===== src/rtl/lsu_mem_port.sv =====
// lsu_mem_port: RV32I load/store unit front end with a req/ack word-memory port.
// Revision: 1.0
`default_nettype none

module lsu_mem_port (
    input  logic        clk,
    input  logic        reset,
    input  logic        MemRead,
    input  logic        MemWrite,
    input  logic [2:0]  funct,
    input  logic [31:0] addr,
    input  logic [31:0] wdata,
    output logic        stall,
    output logic [31:0] rdata,
    output logic        misaligned,
    output logic        mem_req,
    output logic        mem_we,
    output logic [31:0] mem_addr,
    output logic [3:0]  mem_be,
    output logic [31:0] mem_wdata,
    input  logic [31:0] mem_rdata,
    input  logic        mem_ack
);

    typedef enum logic [1:0] {
        S_IDLE = 2'd0,
        S_REQ  = 2'd1,
        S_DONE = 2'd2
    } state_t;

    state_t      r_state;
    state_t      w_state_nxt;
    logic        r_req;
    logic        r_we;
    logic [31:0] r_addr;
    logic [3:0]  r_be;
    logic [31:0] r_wdata;
    logic [2:0]  r_funct;
    logic [1:0]  r_off;
    logic [31:0] r_rdata;

    logic        w_any_req;
    logic        w_store;
    logic        w_size_ok;
    logic        w_legal;
    logic        w_accept;
    logic        w_reject;
    logic [3:0]  w_be;
    logic [31:0] w_wdata;
    logic [31:0] w_shifted;
    logic [31:0] w_ext;

    assign w_any_req = MemRead | MemWrite;
    assign w_store   = MemWrite;

    always_comb begin
        w_size_ok = 1'b0;
        w_be      = 4'b1111;
        w_wdata   = wdata;
        case (funct[1:0])
            2'b00: begin
                w_size_ok = 1'b1;
                w_be      = 4'b0001 << addr[1:0];
                w_wdata   = {4{wdata[7:0]}};
            end
            2'b01: begin
                w_size_ok = ~addr[0];
                w_be      = 4'b0011 << addr[1:0];
                w_wdata   = {2{wdata[15:0]}};
            end
            2'b10: begin
                w_size_ok = (addr[1:0] == 2'b00);
            end
            default: begin
                w_size_ok = 1'b0;
            end
        endcase
        if (!w_store) begin
            w_be = 4'b1111;
        end
    end

    // Stores have no unsigned variants; LWU (110) does not exist on RV32.
    assign w_legal  = w_size_ok & (w_store ? ~funct[2] : (funct != 3'b110));
    assign w_accept = (r_state == S_IDLE) & w_any_req & w_legal;
    assign w_reject = (r_state == S_IDLE) & w_any_req & ~w_legal;

    assign stall      = reset & (w_accept | (r_state == S_REQ));
    assign misaligned = reset & w_reject;

    always_comb begin
        w_state_nxt = r_state;
        case (r_state)
            S_IDLE:  if (w_accept) w_state_nxt = S_REQ;
            S_REQ:   if (mem_ack)  w_state_nxt = S_DONE;
            S_DONE:  w_state_nxt = S_IDLE;
            default: w_state_nxt = S_IDLE;
        endcase
    end

    assign w_shifted = mem_rdata >> {r_off, 3'b000};

    always_comb begin
        case (r_funct[1:0])
            2'b00:   w_ext = {{24{~r_funct[2] & w_shifted[7]}}, w_shifted[7:0]};
            2'b01:   w_ext = {{16{~r_funct[2] & w_shifted[15]}}, w_shifted[15:0]};
            default: w_ext = mem_rdata;
        endcase
    end

    always_ff @(posedge clk) begin
        if (!reset) begin
            r_state <= S_IDLE;
            r_req   <= 1'b0;
            r_we    <= 1'b0;
            r_addr  <= 32'h0;
            r_be    <= 4'h0;
            r_wdata <= 32'h0;
            r_funct <= 3'h0;
            r_off   <= 2'h0;
            r_rdata <= 32'h0;
        end else begin
            r_state <= w_state_nxt;
            if (w_accept) begin
                r_req   <= 1'b1;
                r_we    <= w_store;
                r_addr  <= {addr[31:2], 2'b00};
                r_be    <= w_be;
                r_wdata <= w_wdata;
                r_funct <= funct;
                r_off   <= addr[1:0];
            end else if (r_state == S_REQ && mem_ack) begin
                r_req <= 1'b0;
                if (!r_we) begin
                    r_rdata <= w_ext;
                end
            end
        end
    end

    assign mem_req   = r_req;
    assign mem_we    = r_we;
    assign mem_addr  = r_addr;
    assign mem_be    = r_be;
    assign mem_wdata = r_wdata;
    assign rdata     = r_rdata;

endmodule

`default_nettype wire


===== config.mk =====
export PLATFORM = sky130hd
export DESIGN_NAME = lsu_mem_port
export DESIGN_NICKNAME = d
export VERILOG_FILES = /design/src/rtl/lsu_mem_port.sv
export SDC_FILE = /design/constraint.sdc
export NUM_CORES = 1
export LEC_CHECK = 0
export ABC_AREA = 1
export BUFFER_PORTS_ARGS = -buffer_cell sky130_fd_sc_hd__buf_2
export CAP_MARGIN = 20
export CORE_MARGIN = 8
export CORE_UTILIZATION = 30
export CTS_CLUSTER_SIZE = 12
export DETAILED_ROUTE_END_ITERATION = 10
export PLACE_DENSITY = 0.64
export SYNTH_ARGS = -nofsm -noshare
export SYNTH_HDL_FRONTEND = slang
export SYNTH_SLANG_ARGS = --single-unit

===== constraint.sdc =====
create_clock -name clk -period 1.4 [get_ports clk]
set_clock_uncertainty 0.2 [all_clocks]
set_input_delay 0.21 -clock clk [delete_from_list [all_inputs] [get_ports clk]]
set_output_delay 0.21 -clock clk [all_outputs]
set_load 0.03 [all_outputs]

==> results of run 1 <==
[worst max-delay path, cell delays in order, from the launching register on]
cell,delay (ps)
sky130_fd_sc_hd__dfxtp_4,360
sky130_fd_sc_hd__nor3_4,200
sky130_fd_sc_hd__buf_6,140
sky130_fd_sc_hd__nand2_4,40
sky130_fd_sc_hd__nor2_4,120
sky130_fd_sc_hd__buf_6,150
[per-layer routing]
layer | wire length (um) | track usage | part of all wire | up-vias
li1 | - | - | - | 3070
met1 | 8072 | 0.2050 | 0.41 | 2750
met2 | 9284 | 0.2866 | 0.47 | 241
met3 | 1952 | 0.06551 | 0.099 | 27
met4 | 314 | 0.05204 | 0.016 | 2
met5 | 13 | 0 | 0.00066 | -
[cell type report]
| cell class | count | share of cell area |
|---|---|---|
| sequential | 107 | 0.2694 |
| timing repair buffer | 324 | 0.2985 |
| clock inverter | 7 | 0.007665 |
| clock buffer | 9 | 0.02816 |
| inverter | 49 | 0.02425 |
| tap | 220 | 0.03441 |
| multi-input combinational | 566 | 0.3377 |
[layout by cell type, fill, tap and decap left out, drive strengths merged, types with 6 or more instances in the layout]
cell and instances:
nand4 6, o21ai 32, dfxtp 107, nor2 79, nand2 225, a21oi 94
clkbuf 13, nand3 121, inv 52, dlygate4sd3 47, buf 272
[power by group]
| part | leakage, nW | internal (mW) | total (mW) | switching (mW) |
|---|---|---|---|---|
| clock | 0.140 | 1.24 | 2.51 | 1.27 |
| combinational | 2.88 | 0.863 | 2.11 | 1.25 |
| sequential | 0.875 | 3.21 | 3.30 | 0.0975 |
[cell families after synthesis]
logic type / count (synthesis)
compound gates: 129
buf+inv: 106
flops: 107
other cells: 1
simple gates: 435
[timing repair]
action / 4_1_cts / 5_1_grt
endpoints found under the setup margin: 102 / 108
endpoints found under the hold margin: 50 / 0
resized for setup: 31 / 34
gates cloned: 3 / 4
setup buffers: 12 / 1
hold buffers: 47 / 0
pin swaps: 8 / 14
[through the flow]
| stage | setup TNS, ps | worst slack (ps) | utilization | instances |
|---|---|---|---|---|
| CTS | -24280 | -369.6 | 0.4691 | 1279 |
| detailed placement | -13390 | -209.9 | 0.4064 | 1201 |
| global route | -29840 | -407.6 | 0.4823 | 1282 |
| global placement | -12550 | -204.9 | 0.4064 | 1201 |
| floorplan | -5351 | -135.8 | - | 779 |
| finish | -22410 | -363.9 | 0.4823 | 1282 |
[how the worst min path moves through the flow]
stage,slack [ps],cells after the start,to,startpoint
2_1_floorplan,160,2,r_off[0],addr[0]
3_5_place_dp,250,2,mem_addr[26],mem_addr[26]
6_report,10,4,r_state[1],mem_ack
3_3_place_gp,250,2,mem_addr[10],mem_addr[10]
5_1_grt,9,4,r_state[1],mem_ack
4_1_cts,2,5,rdata[16],mem_rdata[16]
[sequential cells by signal, indices dropped and copies added (netlist names)]
name,flops
mem_be,4
mem_we,1
r_state,2
mem_addr,30
mem_req,1
r_off,2
r_funct,3
rdata,32
mem_wdata,32
==> results.yml, run 1 <==
power_and_ir_drop:
  irDropWorstVdd_mv: 0.5868
  pwr_density_cell_nw_per_um2: 991.1
  leak_nw: 3.899
  pwr_total_mw: 7.928
setup_path:
  r2r.worst_path.cells: 8
  crit_type: "reg -> out"
  path_max_fanout: 2
  crit_path_start_kind: "flip-flop"
  crit_path_end: "misaligned"
  required_ps: 990
  arrival_ps: 1350
  rr_startpoint: "r_state[1]"
  rr_endpoint: "mem_addr[11]"
  worstSetupEndpointType: "output port"
  timing.critical_path.from: "r_state[1]"
  r2r_setup_slack_ps: -310
timing:
  fin_crit_sh: 1.260
  setup_viol_count_final: 108
  timing.final.max_slew_violations: 0
  rsz0062_at_grt: "true"
  worst_slack_ps: -363.9
  finalHoldWorstSlack_ps: 11.03
  fmaxAchievable_ghz: 0.5669
  period_minus_slack_ps: 1764
  timing.final.hold_violations: 0
floorplanning:
  initial_core_util: 0.3076
  cell_rows: 47
  design.portCount: 208
  dieArea_um2: 21430
  die_height_um: 146.4
  die_width_um: 146.4
  placeable_core_region_um2: 16580
layout:
  register_area_um2: 2155
  finalNetCount: 1161
  flow.area_growth_from_synthesis_pct: 56.81
  post_route_cells_drive_above_1_share: 0.3258
  diodes: 0
  multi_input_area_um2: 2701
  num-fill-cells: 1678
  finalInstanceArea_um2: 7999
logic_synthesis:
  synth-edff-count: 0
  synth_cell_type_count: 24
  ys_warn_count: 0
  synth_top_family_by_area: "simple AND/OR/NAND/NOR gates"
  post-synth-top-count-cell: "sky130_fd_sc_hd__nand2_1"
  synth.cell_area_um2: 5101
  share_of_the_synthesized_area_in_compound_gates_ao_oa_aoi_oai: 0.1288
  dominantRegCellSynth: "sky130_fd_sc_hd__dfxtp_1"
  postSynthAreaPerCell_um2: 6.557
  synthesis.instances: 778
  ys_top_cells_by_area: "sky130_fd_sc_hd__dfxtp_1 42%, sky130_fd_sc_hd__nand2_1 17%, sky130_fd_sc_hd__nand3_1 12%"
  synth.largest_area_cell: "sky130_fd_sc_hd__dfxtp_1"
  synth_largest_type_area_fraction: 0.4199
  synth_seq_area_share: 0.4199
  yosys.area_share.xor_xnor: 0
  post_synthesis_simple_gate_area_fraction: 0.3608
  synth_adder_area_share: 0
  ys_seq_elements: 107
  ys_async_sr_fraction: 0
  synth.top_cells.by_count: "225 x sky130_fd_sc_hd__nand2_1, 119 x sky130_fd_sc_hd__nand3_1, 107 x sky130_fd_sc_hd__dfxtp_1"
  synthMuxAreaShare: 0
routing:
  route.detailed.wl_per_inst_um: 15.32
  drt_first_pass_iters: 5
  number_of_nets_with_antenna_violations_after_routing: 0
  drt_drc_violations_left: 0
  drt_iter0_drc: 429
  routed_wire_length_um: 19640
  detail_route.vias_per_cell: 4.750
  routed-via-count: 6090
clock_tree:
  worst_setup_hold_path_clk_slew_ps: 80
  clkSinkCount: 107
  cts_buffers: 9
  cts-htree-levels: 3
  clk_latency_ps: 350
  clockRootBuffer: "sky130_fd_sc_hd__clkbuf_16"
  cts_tree: "yes"
  max-clock-path-buffers: 2
grt:
  grt_use_total: 0.1735
  largest_net_degree_at_the_start_of_global_routing: 52
  grt_pass1_vias: 5964
  number_of_antenna_violations_at_the_first_check_in_global_routing: 1
  gr_overflow_total: 0
  grt_pass1_wl_um: 30600
place:
  io_buffer_count: 205
  dp_hpwl_um: 13760
  place.gp.congestion: 0.8808
  postPlaceCellArea_um2: 6739
job:
  drv.max_cap_violation_count: 0
outcome:
  failing_checks: "negative setup slack"
  run_status: "finished with violations"
min_path:
  class_of_the_most_critical_hold_timing_path: "in -> reg"
No activity file was read; power rests on OpenSTA's default activity.
==> inputs of run 2 (changes only) <==
Settings changed: SETUP_SLACK_MARGIN set to 0.1.
==> results.yml, run 2 (synthesized netlist as in run 1, its figures left out) <==
clock_tree:
  clk_latency_ps: 350
  max-clock-path-buffers: 2
  clkSinkCount: 107
  cts_buffers: 9
  cts_tree: "yes"
  clockRootBuffer: "sky130_fd_sc_hd__clkbuf_16"
  cts-htree-levels: 3
  worst_setup_hold_path_clk_slew_ps: 80
timing:
  finalHoldWorstSlack_ps: 25.91
  timing.final.hold_violations: 0
  setup_viol_count_final: 103
  period_minus_slack_ps: 1779
  rsz0062_at_grt: "true"
  worst_slack_ps: -379.0
  fin_crit_sh: 1.271
  timing.final.max_slew_violations: 0
  fmaxAchievable_ghz: 0.5621
layout:
  finalNetCount: 1159
  num-fill-cells: 1597
  post_route_cells_drive_above_1_share: 0.3245
  most-common-layout-cells: "219 x sky130_fd_sc_hd__nand2_1, 118 x sky130_fd_sc_hd__buf_4, 114 x sky130_fd_sc_hd__nand3_1"
  diodes: 0
  most_common_library_cell_in_the_layout_ignoring_fill_and_taps: "sky130_fd_sc_hd__nand2_1"
  flow.area_growth_from_synthesis_pct: 61.20
  number_of_cells_in_the_finished_layout_apart_from_fillers: 1280
place:
  dp_hpwl_um: 13830
  place.detailed.instances: 1205
  place.gp.congestion: 0.8537
  io_buffer_count: 205
grt:
  grt_pass1_vias: 5769
  grt_use_total: 0.1724
  grtUsageMet1: 0.2029
  grt_pass1_wl_um: 30100
  gr-max-usage-layer: "met2"
  use_met2: 0.2813
  met3_usage: 0.05933
  number_of_antenna_violations_at_the_first_check_in_global_routing: 0
  largest_net_degree_at_the_start_of_global_routing: 58
  gr_overflow_total: 0
routing:
  drt_first_pass_iters: 5
  detail_route.vias_per_cell: 4.780
  drt_iter0_drc: 416
  routed-via-count: 6118
  number_of_nets_with_antenna_violations_after_routing: 0
  routed_wire_length_um: 19670
  route.detailed.wl_per_inst_um: 15.37
  drt_drc_violations_left: 0
power_and_ir_drop:
  pwr_total_mw: 8.192
  pwr_density_cell_nw_per_um2: 996.2
  irDropWorstVdd_mv: 0.5765
  leak_nw: 3.864
floorplanning:
  dieArea_um2: 21430
  design.portCount: 208
  cell_rows: 47
  die_height_um: 146.4
  initial_core_util: 0.3076
  placeable_core_region_um2: 16580
  die_width_um: 146.4
setup_path:
  path_max_fanout: 3
  crit_type: "reg -> out"
  arrival_ps: 1370
  required_ps: 990
  crit_path_start_kind: "flip-flop"
  worstSetupEndpointType: "output port"
  r2r_setup_slack_ps: -290
outcome:
  failing_checks: "negative setup slack"
  run_status: "finished with violations"
job:
  drv.max_cap_violation_count: 0
min_path:
  class_of_the_most_critical_hold_timing_path: "in -> reg"
==> run 2: through the flow <==
stage / worst slack, ps / instance area (um2) / setup TNS (ps) / util
global route: -471.3 / 8223 / -24150 / 0.4959
global placement: -274.2 / 6778 / -17090 / 0.4087
finish: -379.0 / 8223 / -15540 / 0.4959
detailed placement: -324.6 / 6778 / -20260 / 0.4087
CTS: -419.4 / 7951 / -17890 / 0.4795
floorplan: -135.6 / 5279 / -5906 / -
==> run 2: where the power goes <==
group,internal [mW],switching [mW],leakage (nW)
clock network,1.42,1.27,0.150
logic,0.926,1.25,2.84
registers,3.21,0.113,0.875
total,5.56,2.64,3.86
==> run 2: final timing paths <==
check                    start            to  cells after the start
hold / removal         mem_ack    r_state[1]                      4
setup / recovery    r_state[1]         stall                      4
setup reg to reg    r_state[1]   mem_addr[2]                      7
hold reg to reg   mem_addr[24]  mem_addr[24]                      2
==> run 2: repair_timing <==
action / in CTS / in global routing
pin swaps: 5 / 7
endpoints found under the setup margin: 202 / 193
cloned: 4 / 4
gates resized for setup: 100 / 88
endpoints found under the hold margin: 47 / 0
hold buffers: 47 / 0
setup buffers: 4 / 0
==> run 2: layout make-up <==
class	instances	area [um2]	share of cell area
Clock buffer	9	225.2	0.02739
Clock inverter	7	82.58	0.01004
Inverter	49	198.9	0.02419
Multi-Input combinational cell	569	2725	0.3314
Sequential cell	107	2156	0.2622
Tap cell	220	275.3	0.03348
Timing Repair Buffer	318	2554	0.3106
Timing Repair inverter	1	6.256	0.0007608
==> run 2: routing by layer <==
metal / part of all wire / routed length (um) / vias up
li1: - / - / 3087
met2: 0.46 / 9146 / 275
met3: 0.094 / 1856 / 32
met1: 0.42 / 8179 / 2724
met4: 0.025 / 488 / 0
met5: 0 / 0 / -
==> run 2: worst max-delay path, cell delays in order, from the launching register on <==
cell and delay (ps):
sky130_fd_sc_hd__dfxtp_2 350, sky130_fd_sc_hd__nor3_4 250, sky130_fd_sc_hd__nand3_4 130, sky130_fd_sc_hd__a21oi_4 150, sky130_fd_sc_hd__buf_6 150
==> inputs of run 3 (changes only) <==
Settings changed: CAP_MARGIN 20 to not set, CORE_UTILIZATION 30 to 44, PLACE_DENSITY 0.64 to 0.85.
==> results.yml, run 3 (synthesized netlist as in run 1, its figures left out) <==
layout:
  finalNetCount: 1156
  postLayoutCoreUtil: 0.7332
  flow.area_growth_from_synthesis_pct: 63.43
  number_of_cells_in_the_finished_layout_apart_from_fillers: 1202
  post_route_cells_drive_above_1_share: 0.3472
  most_common_library_cell_in_the_layout_ignoring_fill_and_taps: "sky130_fd_sc_hd__nand2_1"
  num-fill-cells: 784
  most-common-layout-cells: "217 x sky130_fd_sc_hd__nand2_1, 114 x sky130_fd_sc_hd__nand3_1, 103 x sky130_fd_sc_hd__buf_2"
routing:
  drt_iter0_drc: 744
  routed_wire_length_um: 21390
  routed-via-count: 6641
  drt_drc_violations_left: 0
  detail_route.vias_per_cell: 5.525
  route.detailed.wl_per_inst_um: 17.80
  drt_first_pass_iters: 6
  number_of_nets_with_antenna_violations_after_routing: 0
min_path:
  hold-path-cell-count: 5
  class_of_the_most_critical_hold_timing_path: "in -> reg"
  min_delay_worst_endpoint: "rdata[16]"
  worst_hold_startpoint: "mem_rdata[16]"
setup_path:
  rr_startpoint: "r_state[0]"
  path_max_fanout: 3
  required_ps: 990
  arrival_ps: 1420
  crit_path_start_kind: "flip-flop"
  crit_type: "reg -> out"
  r2r_setup_slack_ps: -400
  r2r.worst_path.cells: 8
  worstSetupEndpointType: "output port"
  cp_slowest_cell: "sky130_fd_sc_hd__dfxtp_4"
  slowest_delay_ps: 370
  rr_endpoint: "mem_wdata[13]"
  critical_path_cell_by_cell: "nor3_4, nand3_2, a21oi_4, buf_6"
floorplanning:
  die_height_um: 123.7
  design.portCount: 208
  cell_rows: 39
  die_width_um: 123.7
  placeable_core_region_um2: 11370
  initial_core_util: 0.4487
  dieArea_um2: 15300
grt:
  grt_pass1_vias: 6136
  grt_pass1_wl_um: 29990
  number_of_antenna_violations_at_the_first_check_in_global_routing: 1
  gr_overflow_total: 0
  grt_use_total: 0.2470
  largest_net_degree_at_the_start_of_global_routing: 49
clock_tree:
  worst_setup_hold_path_clk_slew_ps: 70
  cts_tree: "yes"
  cts_buffers: 9
  clockRootBuffer: "sky130_fd_sc_hd__clkbuf_16"
  cts-htree-levels: 3
  clkSinkCount: 107
  clk_latency_ps: 360
  max-clock-path-buffers: 2
timing:
  rsz0062_at_grt: "true"
  fmaxAchievable_ghz: 0.5464
  setup_viol_count_final: 108
  worst_slack_ps: -430.3
  fin_crit_sh: 1.307
  timing.final.max_slew_violations: 0
  timing.final.hold_violations: 0
  period_minus_slack_ps: 1830
power_and_ir_drop:
  irDropWorstVdd_mv: 0.7947
  leak_nw: 3.937
  pwr_density_cell_nw_per_um2: 1005
job:
  drv.max_cap_violation_count: 0
place:
  place.gp.congestion: 0.9036
  io_buffer_count: 205
  dp_hpwl_um: 13210
  place.detailed.instances: 1125
  pre_cts_slack_ps: -278.8
outcome:
  run_status: "finished with violations"
  failing_checks: "negative setup slack"
run 3: changes by cell type in the layout (fill, tap and decap cells not counted), sizes merged:
cell	change
inv	-3
clkinvlp	-1
clkbuf	+7
clkinv	-2
diode	+2
dlygate4sd3	-1
buf	-2
a21oi	-1
run 3: worst max path at each step:
stage / cells after the start / to / from / slack [ps]
2_1_floorplan: 4 / stall / r_state[0] / -140
6_report: 4 / stall / r_state[0] / -430
3_3_place_gp: 8 / mem_be[3] / addr[1] / -240
3_5_place_dp: 8 / mem_wdata[17] / funct[1] / -280
4_1_cts: 4 / stall / r_state[1] / -430
5_1_grt: 4 / stall / r_state[0] / -470
run 3: stage by stage:
step                      setup TNS, ps  hold WS, ps  total power, mW  area [um2]
after floorplan                   -5906        159.6            4.492        5279
after global placement           -15020        246.9            5.136        6696
after detailed placement         -17850        251.7            5.162        6696
after CTS                        -27560        5.081            8.104        7816
after global routing             -35010        13.18            8.682        8334
final                            -28780        8.890            8.376        8337
run 3: layout make-up:
cell class | count | area [um2] | share of cell area
Antenna cell | 2 | 5.005 | 0.0006003
Clock inverter | 2 | 38.79 | 0.004653
Tap cell | 143 | 178.9 | 0.02146
Sequential cell | 107 | 2190 | 0.2626
Clock buffer | 14 | 284.0 | 0.03407
Timing Repair Buffer | 317 | 2745 | 0.3293
Inverter | 49 | 196.4 | 0.02356
Multi-Input combinational cell | 568 | 2699 | 0.3237
run 3: where the power goes:
part,leakage [nW],switching (mW),internal [mW]
clock,0.160,1.18,1.59
sequential,0.887,0.125,3.22
combinational,2.89,1.30,0.963
total,3.94,2.60,5.77
run 3: metal layers:
layer  vias up  global-route usage  part of all wire
li1       3072                   -                 -
met2       468              0.4138              0.50
met4         0              0.1430             0.042
met3        72             0.07480              0.12
met5         -                   0                 0
met1      3029              0.2735              0.34
run 3: timing repair:
action,CTS,global route
cloned,3,5
endpoints found under the hold margin,46,0
setup buffers,4,1
setup endpoints to repair,176,181
hold buffers,46,0
resized for setup,91,171
pin swaps,4,13
run 3: worst max-delay path: cells and delay by family (launching register included):
| family | cells | cell delay (ps) |
|---|---|---|
| AND/OR/NAND/NOR | 2 | 370 |
| AO/OA/AOI/OAI | 1 | 170 |
| buffers and inverters | 1 | 150 |
| flip-flops | 1 | 370 |
